===== config.mk =====
export PLATFORM = sky130hd
export DESIGN_NAME = jtkiwi_gfx_romrq
export DESIGN_NICKNAME = d
export VERILOG_FILES = /design/src/rtl/jtkiwi_gfx_romrq_pkg.sv /design/src/rtl/jtkiwi_romrq_slot.sv /design/src/rtl/jtkiwi_gfx_romrq.sv
export SDC_FILE = /design/constraint.sdc
export NUM_CORES = 1
export LEC_CHECK = 0
export CORE_AREA = 2 2 108 152
export CTS_CLUSTER_SIZE = 8
export DETAILED_ROUTE_END_ITERATION = 10
export DIE_AREA = 0 0 110 154
export PLACE_DENSITY = 0.65
export SLEW_MARGIN = 20
export SYNTH_ARGS = -nofsm -noshare
export SYNTH_HDL_FRONTEND = slang
export SYNTH_SLANG_ARGS = --single-unit

===== constraint.sdc =====
create_clock -name clk -period 5.2 [get_ports clk]
set_input_delay 1.04 -clock clk [delete_from_list [all_inputs] [get_ports clk]]
set_output_delay 1.04 -clock clk [all_outputs]
set_load 0.005 [all_outputs]

===== src/rtl/jtkiwi_gfx_romrq_pkg.sv =====
// Shared types and helpers for the Kiwi graphics ROM request responder.
package jtkiwi_gfx_romrq_pkg;

  typedef enum logic [1:0] {
    ST_IDLE  = 2'd0,
    ST_REQ   = 2'd1,
    ST_BEAT0 = 2'd2,
    ST_BEAT1 = 2'd3
  } state_t;

  localparam logic CL_SCR = 1'b0;
  localparam logic CL_OBJ = 1'b1;

  // 32-bit word address to 16-bit SDRAM word address, wrapping modulo 2^22
  function automatic logic [21:0] map_addr(input logic [17:0] addr, input logic [21:0] offset);
    return {3'b000, addr, 1'b0} + offset;
  endfunction

endpackage


===== src/rtl/jtkiwi_romrq_slot.sv =====
// One-entry tag cache for a single ROM client: tag, valid, data and hit compare.
module jtkiwi_romrq_slot
(
  input  logic        rst,
  input  logic        clk,
  input  logic [17:0] addr,
  input  logic        cs,
  input  logic        fill,
  input  logic [17:0] fill_tag,
  input  logic [31:0] fill_data,
  output logic        ok,
  output logic [31:0] data
);

  logic [17:0] tag_r;
  logic        valid_r;

  // Cache entry update on fill completion
  always_ff @(posedge clk or posedge rst) begin
    if (rst) begin
      tag_r   <= 18'd0;
      valid_r <= 1'b0;
      data    <= 32'd0;
    end else if (fill) begin
      tag_r   <= fill_tag;
      valid_r <= 1'b1;
      data    <= fill_data;
    end else begin
      tag_r   <= tag_r;
      valid_r <= valid_r;
      data    <= data;
    end
  end

  assign ok = cs & valid_r & (tag_r == addr);

endmodule


===== src/rtl/jtkiwi_gfx_romrq.sv =====
// Serves the scroll and object ROM clients from one 16-bit SDRAM read port,
// with a one-entry cache per client and round-robin arbitration on misses.
module jtkiwi_gfx_romrq
  import jtkiwi_gfx_romrq_pkg::*;
#(
  parameter logic [21:0] SCR_OFFSET = 22'h000000,
  parameter logic [21:0] OBJ_OFFSET = 22'h080000
)(
  input  logic        rst,
  input  logic        clk,
  input  logic [17:0] scr_addr,
  input  logic        scr_cs,
  output logic [31:0] scr_data,
  output logic        scr_ok,
  input  logic [17:0] obj_addr,
  input  logic        obj_cs,
  output logic [31:0] obj_data,
  output logic        obj_ok,
  output logic [21:0] sdram_addr,
  output logic        sdram_rd,
  input  logic        sdram_ack,
  input  logic        sdram_dst,
  input  logic [15:0] sdram_dout
);

  state_t      state_r;
  logic        sel_r;
  logic        ptr_r;
  logic [17:0] req_addr_r;
  logic [15:0] buf_r;

  logic        miss_scr_s, miss_obj_s, contest_s, grant_s;
  logic        fill_s, fill_scr_s, fill_obj_s;
  logic [31:0] fill_data_s;
  logic [21:0] scr_word_s, obj_word_s;

  assign miss_scr_s  = scr_cs & ~scr_ok;
  assign miss_obj_s  = obj_cs & ~obj_ok;
  assign contest_s   = miss_scr_s & miss_obj_s;
  assign scr_word_s  = map_addr(scr_addr, SCR_OFFSET);
  assign obj_word_s  = map_addr(obj_addr, OBJ_OFFSET);
  assign fill_s      = (state_r == ST_BEAT1) & sdram_dst;
  assign fill_scr_s  = fill_s & (sel_r == CL_SCR);
  assign fill_obj_s  = fill_s & (sel_r == CL_OBJ);
  assign fill_data_s = {sdram_dout, buf_r};

  // Grant choice: the pointer only matters when both clients miss together
  always_comb begin
    grant_s = CL_SCR;
    if (contest_s) begin
      grant_s = ptr_r;
    end else if (miss_obj_s) begin
      grant_s = CL_OBJ;
    end else begin
      grant_s = CL_SCR;
    end
  end

  // Request/fill sequencer
  always_ff @(posedge clk or posedge rst) begin
    if (rst) begin
      state_r    <= ST_IDLE;
      sel_r      <= CL_SCR;
      ptr_r      <= CL_SCR;
      req_addr_r <= 18'd0;
      buf_r      <= 16'd0;
      sdram_rd   <= 1'b0;
      sdram_addr <= 22'd0;
    end else begin
      case (state_r)
        ST_IDLE: begin
          if (miss_scr_s | miss_obj_s) begin
            sel_r      <= grant_s;
            req_addr_r <= (grant_s == CL_OBJ) ? obj_addr : scr_addr;
            sdram_addr <= (grant_s == CL_OBJ) ? obj_word_s : scr_word_s;
            sdram_rd   <= 1'b1;
            state_r    <= ST_REQ;
            if (contest_s) begin
              ptr_r <= ~grant_s;
            end
          end
        end
        ST_REQ: begin
          // A dst coinciding with the ack is deliberately dropped here
          if (sdram_ack) begin
            sdram_rd <= 1'b0;
            state_r  <= ST_BEAT0;
          end
        end
        ST_BEAT0: begin
          if (sdram_dst) begin
            buf_r   <= sdram_dout;
            state_r <= ST_BEAT1;
          end
        end
        ST_BEAT1: begin
          if (sdram_dst) begin
            state_r <= ST_IDLE;
          end
        end
        default: begin
          state_r  <= ST_IDLE;
          sdram_rd <= 1'b0;
        end
      endcase
    end
  end

  jtkiwi_romrq_slot u_scr (
    .rst       (rst),
    .clk       (clk),
    .addr      (scr_addr),
    .cs        (scr_cs),
    .fill      (fill_scr_s),
    .fill_tag  (req_addr_r),
    .fill_data (fill_data_s),
    .ok        (scr_ok),
    .data      (scr_data)
  );

  jtkiwi_romrq_slot u_obj (
    .rst       (rst),
    .clk       (clk),
    .addr      (obj_addr),
    .cs        (obj_cs),
    .fill      (fill_obj_s),
    .fill_tag  (req_addr_r),
    .fill_data (fill_data_s),
    .ok        (obj_ok),
    .data      (obj_data)
  );

endmodule


==> results by group, run 1 <==
Yosys
  • Seq/Total Area, Yosys: 57.9%
  • Warnings from Yosys: 0
  • Area contributors post-synth: dfrtp_1 58%, mux2_2 22%, xor2_1 3.4%
  • Synth Cell Area: 6100 um2
  • Post-synthesis register bit count: 141
  • Avg Cell Area, Syn: 13.5 um2
  • Gate Count Post-Synth: 452
  • Yosys top cell area share: 57.9%
  • Netlist cell types: 40
  • Area leader, netlist: dfrtp_1

Worst setup path
  • Slowest CP cell: or4_4
  • Top Family by Delay on Critical Path: simple AND/OR/NAND/NOR gates
  • Worst-path cell chain: clkdlybuf4s50_1 -> xor2_1 -> or4_4 -> nor4_4 -> and2_2 -> clkdlybuf4s50_1
  • Crit path arrival time: 3270 ps
  • Crit end category: output port
  • Cell mode on critical path: clkdlybuf4s50_1
  • Maximum fanout along the worst path: 5
  • Critical path's largest stage delay: 550 ps
  • CP Class: in -> out
  • CP required: 4160 ps
  • Bufs and invs on worst path: 2
  • CP startpoint kind: input pin

Clock tree
  • CTS Buf Count: 17
  • Sink Count: 141
  • TritonCTS clock tree: done
  • Worst-Skew Late Latency: 400 ps
  • Root Buffer: clkbuf_16
  • CTS Hold Bufs: 0
  • H-Tree Depth: 4
  • Worst-case clock buffer depth: 2
  • Post-CTS Resized: 0
  • CTS clk-pin slew, worst paths: 60 ps
  • Setup bufs post-CTS: 0

Global route
  • GR Util All Layers: 19.5%
  • First-pass GRT wire length: 24900 um
  • Vias in the first global route: 4555
  • Gr ovfl total: 0
  • Largest net degree at the start of global routing: 112
  • Initial antenna violation count: 0

Status
  • Status: finished, final reports clean

Timing
  • Worst Tran Pin Value: 1110 ps
  • RSZ-0062 raised after global routing: false
  • Final Hold Viols: 0
  • Max Transition Viols Final: 0
  • Tcrit/Tclk final: 82.8%
  • Relative slew slack: 26.2%
  • Clock skew: 10.2 ps
  • Setup_tns: 0 ps
  • # setup viols final: 0
  • Top achievable clock speed: 232 MHz
  • Fin crit period: 4310 ps

Floorplan
  • Row count: 54
  • Die height: 154 um
  • Chip Width: 110 um
  • Core box area: 15500 um2
  • Initial Utilization: 39.4%
  • Die area: 16900 um2
  • IO Count: 147

Power
  • Power Total: 5270 uW
  • Net Sw Frac: 29.9%
  • PD cells: 632 nW/um2
  • Register share of total power: 38.2%
  • Sw Pwr: 1570 uW
  • Leakage Power: 0.00342 uW
  • Comb pwr share: 37.4%
  • Max IR drop VDD: 286 uV
  • Clock power frac: 24.4%
  • Internal power: 3700 uW

Finish
  • FF/Latch Area: 3530 um2
  • Layout area overhead: 36.7%
  • Layout net count: 659
  • Area of the multi-input gates: 2420 um2
  • FILL cells: 1378
  • Antenna cells: 0
  • Share of layout cells above drive strength 1: 26.6%

Route
  • Drt drc: 0
  • Routed WL: 15900 um
  • Initial drt markers: 225
  • DR vias: 4223
  • DR vias/cell: 5.25
  • Post-DR wirelength/cell: 19.8 um
  • Post-route ant nets: 0
  • Drt pass-1 iters: 4

Place
  • Post-DP HPWL: 10900 um
  • Port Buffers: 143
  • Placer Congestion: 0.893

Hold path
  • Worst min path class: reg -> reg

Flow run
  • Max-Cap Viols: 0
==> power groups by stage <==
stage	registers (uW)	clock network (uW)	logic, uW
floorplan	1980	0	990
global route	2090	1370	2130
CTS	2020	1320	2010
global placement	2000	0	1960
finish	2010	1290	1970
detailed placement	2030	0	2000
==> final timing paths <==
check | from | endpoint | slack, ps | cells past startpoint
worst max register to register | u_scr.tag_r[12] | req_addr_r[16] | 2500 | 6
worst max-delay path | scr_addr[12] | scr_ok | 890 | 6
worst min-delay path | u_scr.valid_r | u_scr.valid_r | 480 | 1
worst min register to register | u_scr.valid_r | u_scr.valid_r | 480 | 1
max in group asynchronous | rst | u_obj.valid_r | 3050 | 3
min in group asynchronous | rst | u_obj.data[12] | 1220 | 2
==> layer usage <==
| layer | wire, um | part of all wire (%) | vias to the layer above | track usage (%) |
|---|---|---|---|---|
| met4 | 439 | 2.8 | 0 | 7.78 |
| met3 | 1040 | 6.5 | 23 | 5.00 |
| met2 | 8350 | 52 | 150 | 33.6 |
| met1 | 6110 | 38 | 2138 | 22.8 |
| li1 | - | - | 1912 | - |
| met5 | 0 | 0 | - | 0 |
==> cells by family after synthesis <==
family	share of synthesized area, %
compound gates	4.95
xor+xnor	5.31
fa+ha+maj	0.821
buf+inv	2.89
flops	57.9
mux	21.6
other cells	0.0615
simple gates	6.49
==> state kept, by name (all words and copies together), names as in the netlist <==
signal and count:
u_scr.data 32, state_r 2, u_scr.tag_r 18, u_obj.tag_r 18, ptr_r 1, buf_r 16, u_scr.valid_r 1, sdram_rd 1
req_addr_r 17, sdram_addr 2, u_obj.data 32, u_obj.valid_r 1
==> cells in the mapped netlist <==
cell type / count
a211o_1: 1
a211oi_1: 2
a211oi_2: 1
a21o_2: 1
a21oi_1: 1
a21oi_2: 1
a31oi_1: 19
and2_2: 1
and4_1: 1
buf_1: 2
buf_12: 1
buf_2: 1
buf_4: 5
buf_6: 2
clkbuf_1: 12
clkbuf_2: 1
clkbuf_4: 1
conb_1: 1
dfrtp_1: 141
ha_1: 4
inv_1: 7
mux2_2: 117
nand2_1: 7
nand2b_1: 2
nand3_1: 21
nand3b_1: 1
nand4_1: 5
nor2_1: 2
nor3_1: 20
nor4_1: 8
nor4_4: 1
o21a_1: 1
o21ai_0: 18
o21ai_1: 2
o22ai_1: 1
o32a_1: 1
or3_1: 1
or4_4: 1
xnor2_1: 13
xor2_1: 24
==> through the flow <==
step                      hold slack [ps]  std cells  area [um2]  setup slack, ps  utilization [%]
after floorplan                       435        454        6100              379                -
after global placement                472        774        7690              894             49.7
after detailed placement              468        774        7690              895             49.7
after CTS                             482        804        8330              883             53.8
after global routing                  506        804        8340              825             53.9
final                                 479        804        8340              893             53.9
==> area by class of cell <==
| class | count | area share, % |
|---|---|---|
| clock buffer | 21 | 5.64 |
| clock inverter | 9 | 1.92 |
| inverter | 7 | 0.405 |
| multi-input combinational | 281 | 29.0 |
| sequential | 141 | 42.3 |
| tap | 196 | 2.94 |
| timing repair buffer | 149 | 17.7 |
==> placed cells by master (no fill, tap or decap), types with 2 or more instances in the layout <==
cell,synthesis,final
a211oi_1,2,2
nor3_1,20,20
nand3_1,21,19
nand2_1,7,7
o21ai_1,2,2
dfrtp_1,141,141
xor2_1,24,24
bufinv_16,0,4
clkbuf_8,0,3
clkinv_4,0,3
clkbuf_16,0,17
buf_4,5,6
ha_1,4,4
nand4_1,5,5
nor2_1,2,2
inv_1,7,6
conb_1,1,3
o21ai_0,18,18
nor4_1,8,8
a21oi_2,1,2
a31oi_1,19,19
mux2_2,117,117
clkdlybuf4s50_1,0,143
xnor2_1,13,13
nand2b_1,2,2
(Power assumes the default switching activity.)
==> run 2: changes to the inputs <==
==> constraint.sdc (replaced) <==
create_clock -name clk -period 4.3 [get_ports clk]
set_input_delay 0.86 -clock clk [delete_from_list [all_inputs] [get_ports clk]]
set_output_delay 0.86 -clock clk [all_outputs]
set_load 0.005 [all_outputs]
==> results by group, run 2 (same netlist as run 1, synthesis figures left out) <==
Worst setup path
  • CP startpoint kind: input pin
  • Crit end category: output port
  • R2R cell count: 7
  • CP Class: in -> out
  • Maximum fanout along the worst path: 5
  • Crit path arrival time: 3100 ps
  • R2r endpoint: req_addr_r[4]
  • CP required: 3440 ps
  • Crit path capture: scr_ok
  • Worst r2r src: u_scr.tag_r[12]
  • Reg2Reg Setup Slack: 1700 ps
  • Crit. Startpoint: scr_addr[12]

Place
  • Placer Congestion: 0.953
  • Port Buffers: 143
  • Post-DP HPWL: 10700 um

Global route
  • Largest net degree at the start of global routing: 142
  • GR Util All Layers: 19.7%
  • Gr ovfl total: 0
  • First-pass GRT wire length: 25000 um
  • Initial antenna violation count: 0
  • Vias in the first global route: 4678

Route
  • Post-DR wirelength/cell: 19.6 um
  • Post-route ant nets: 0
  • Drt pass-1 iters: 4
  • Routed WL: 15900 um
  • DR vias/cell: 5.33
  • DR vias: 4303
  • Initial drt markers: 206
  • Drt drc: 0

Timing
  • Fin crit period: 3960 ps
  • Relative slew slack: 27.9%
  • RSZ-0062 raised after global routing: false
  • Top achievable clock speed: 253 MHz
  • # setup viols final: 0
  • Worst Tran Pin Value: 1080 ps
  • Tcrit/Tclk final: 92.1%
  • Final Hold Viols: 0
  • Setup_tns: 0 ps
  • Clock skew: 11.5 ps
  • Max Transition Viols Final: 0
  • WHS: 472 ps

Floorplan
  • Initial Utilization: 39.4%
  • Chip Width: 110 um
  • Die area: 16900 um2
  • Row count: 54
  • Die height: 154 um
  • Core box area: 15500 um2
  • IO Count: 147

Finish
  • Final Util: 53.5%
  • Antenna cells: 0
  • Largest registers: u_obj.data: 32 flops, u_scr.data: 32 flops
  • Layout net count: 662
  • Commonest non-fill, non-tap cell in the layout: clkdlybuf4s50_1
  • Layout area overhead: 35.8%
  • Share of layout cells above drive strength 1: 27.0%
  • Most frequent cells in the layout: 143 x clkdlybuf4s50_1, 141 x dfrtp_1, 117 x mux2_2

Power
  • PD cells: 745 nW/um2
  • Max IR drop VDD: 393 uV
  • Power Total: 6170 uW
  • Leakage Power: 0.00340 uW

Clock tree
  • CTS Buf Count: 17
  • H-Tree Depth: 4
  • Root Buffer: clkbuf_16
  • Sink Count: 141
  • Setup bufs post-CTS: 0
  • CTS Hold Bufs: 0
  • Worst-Skew Late Latency: 410 ps
  • TritonCTS clock tree: done
  • CTS clk-pin slew, worst paths: 50 ps
  • Post-CTS Resized: 0
  • Worst-case clock buffer depth: 2

Flow run
  • Max-Cap Viols: 0

Status
  • Status: finished, final reports clean

Hold path
  • Worst min path class: reg -> reg
==> run 2: final cells by class <==
class                           count  area (um2)
Tap cell                          196         245
Inverter                            7        30.0
Clock buffer                       19         443
Fill cell                        1381        7190
Timing Repair Buffer              152        1520
Sequential cell                   141        3530
Multi-Input combinational cell    281        2410
Clock inverter                     12        97.6
==> run 2: critical path, stage by stage <==
cell             delay (ps)
clkdlybuf4s50_1         430
xor2_1                  160
or4_4                   550
nor4_4                  400
and2_2                  200
clkdlybuf4s50_1         490
==> run 2: power breakdown <==
| part | leakage [uW] | total [uW] | switching, uW | internal [uW] |
|---|---|---|---|---|
| logic | 0.00149 | 2390 | 928 | 1470 |
| clock network | 0.000268 | 1340 | 542 | 801 |
| registers | 0.00164 | 2430 | 435 | 2000 |
==> run 2: how the worst min path moves through the flow <==
| stage | startpoint | to | slack (ps) | cells past startpoint |
|---|---|---|---|---|
| detailed placement | u_obj.valid_r | u_obj.valid_r | 450 | 1 |
| floorplan | u_obj.valid_r | u_obj.valid_r | 430 | 1 |
| global placement | u_obj.valid_r | u_obj.valid_r | 450 | 1 |
| global route | u_obj.valid_r | u_obj.valid_r | 510 | 1 |
| CTS | u_obj.valid_r | u_obj.valid_r | 470 | 1 |
| finish | u_obj.valid_r | u_obj.valid_r | 470 | 1 |
==> run 2: per-layer routing <==
layer / GRT usage (%) / vias to the layer above / wire, um
met3: 6.02 / 36 / 1160
met5: 0 / - / 0
met1: 22.2 / 2166 / 5950
li1: - / 1927 / -
met2: 32.9 / 174 / 8070
met4: 10.1 / 0 / 678
==> run 2: through the flow <==
stage | instances | cell area (um2) | setup slack (ps)
6_report | 808 | 8280 | 340
3_5_place_dp | 777 | 7740 | 340
3_3_place_gp | 777 | 7740 | 354
2_1_floorplan | 454 | 6110 | 1360
4_1_cts | 808 | 8280 | 327
5_1_grt | 808 | 8280 | 233
==> run 3: changes to the inputs <==
--- a/config.mk
+++ b/config.mk
@@ -5,6 +5,7 @@
 export SDC_FILE = /design/constraint.sdc
 export NUM_CORES = 1
 export LEC_CHECK = 0
+export CAP_MARGIN = 10
 export CORE_AREA = 2 2 108 152
 export CTS_CLUSTER_SIZE = 8
 export DETAILED_ROUTE_END_ITERATION = 10
==> results of run 3 <==
The final DEF is identical to that of run 2; final timing and power are the same.
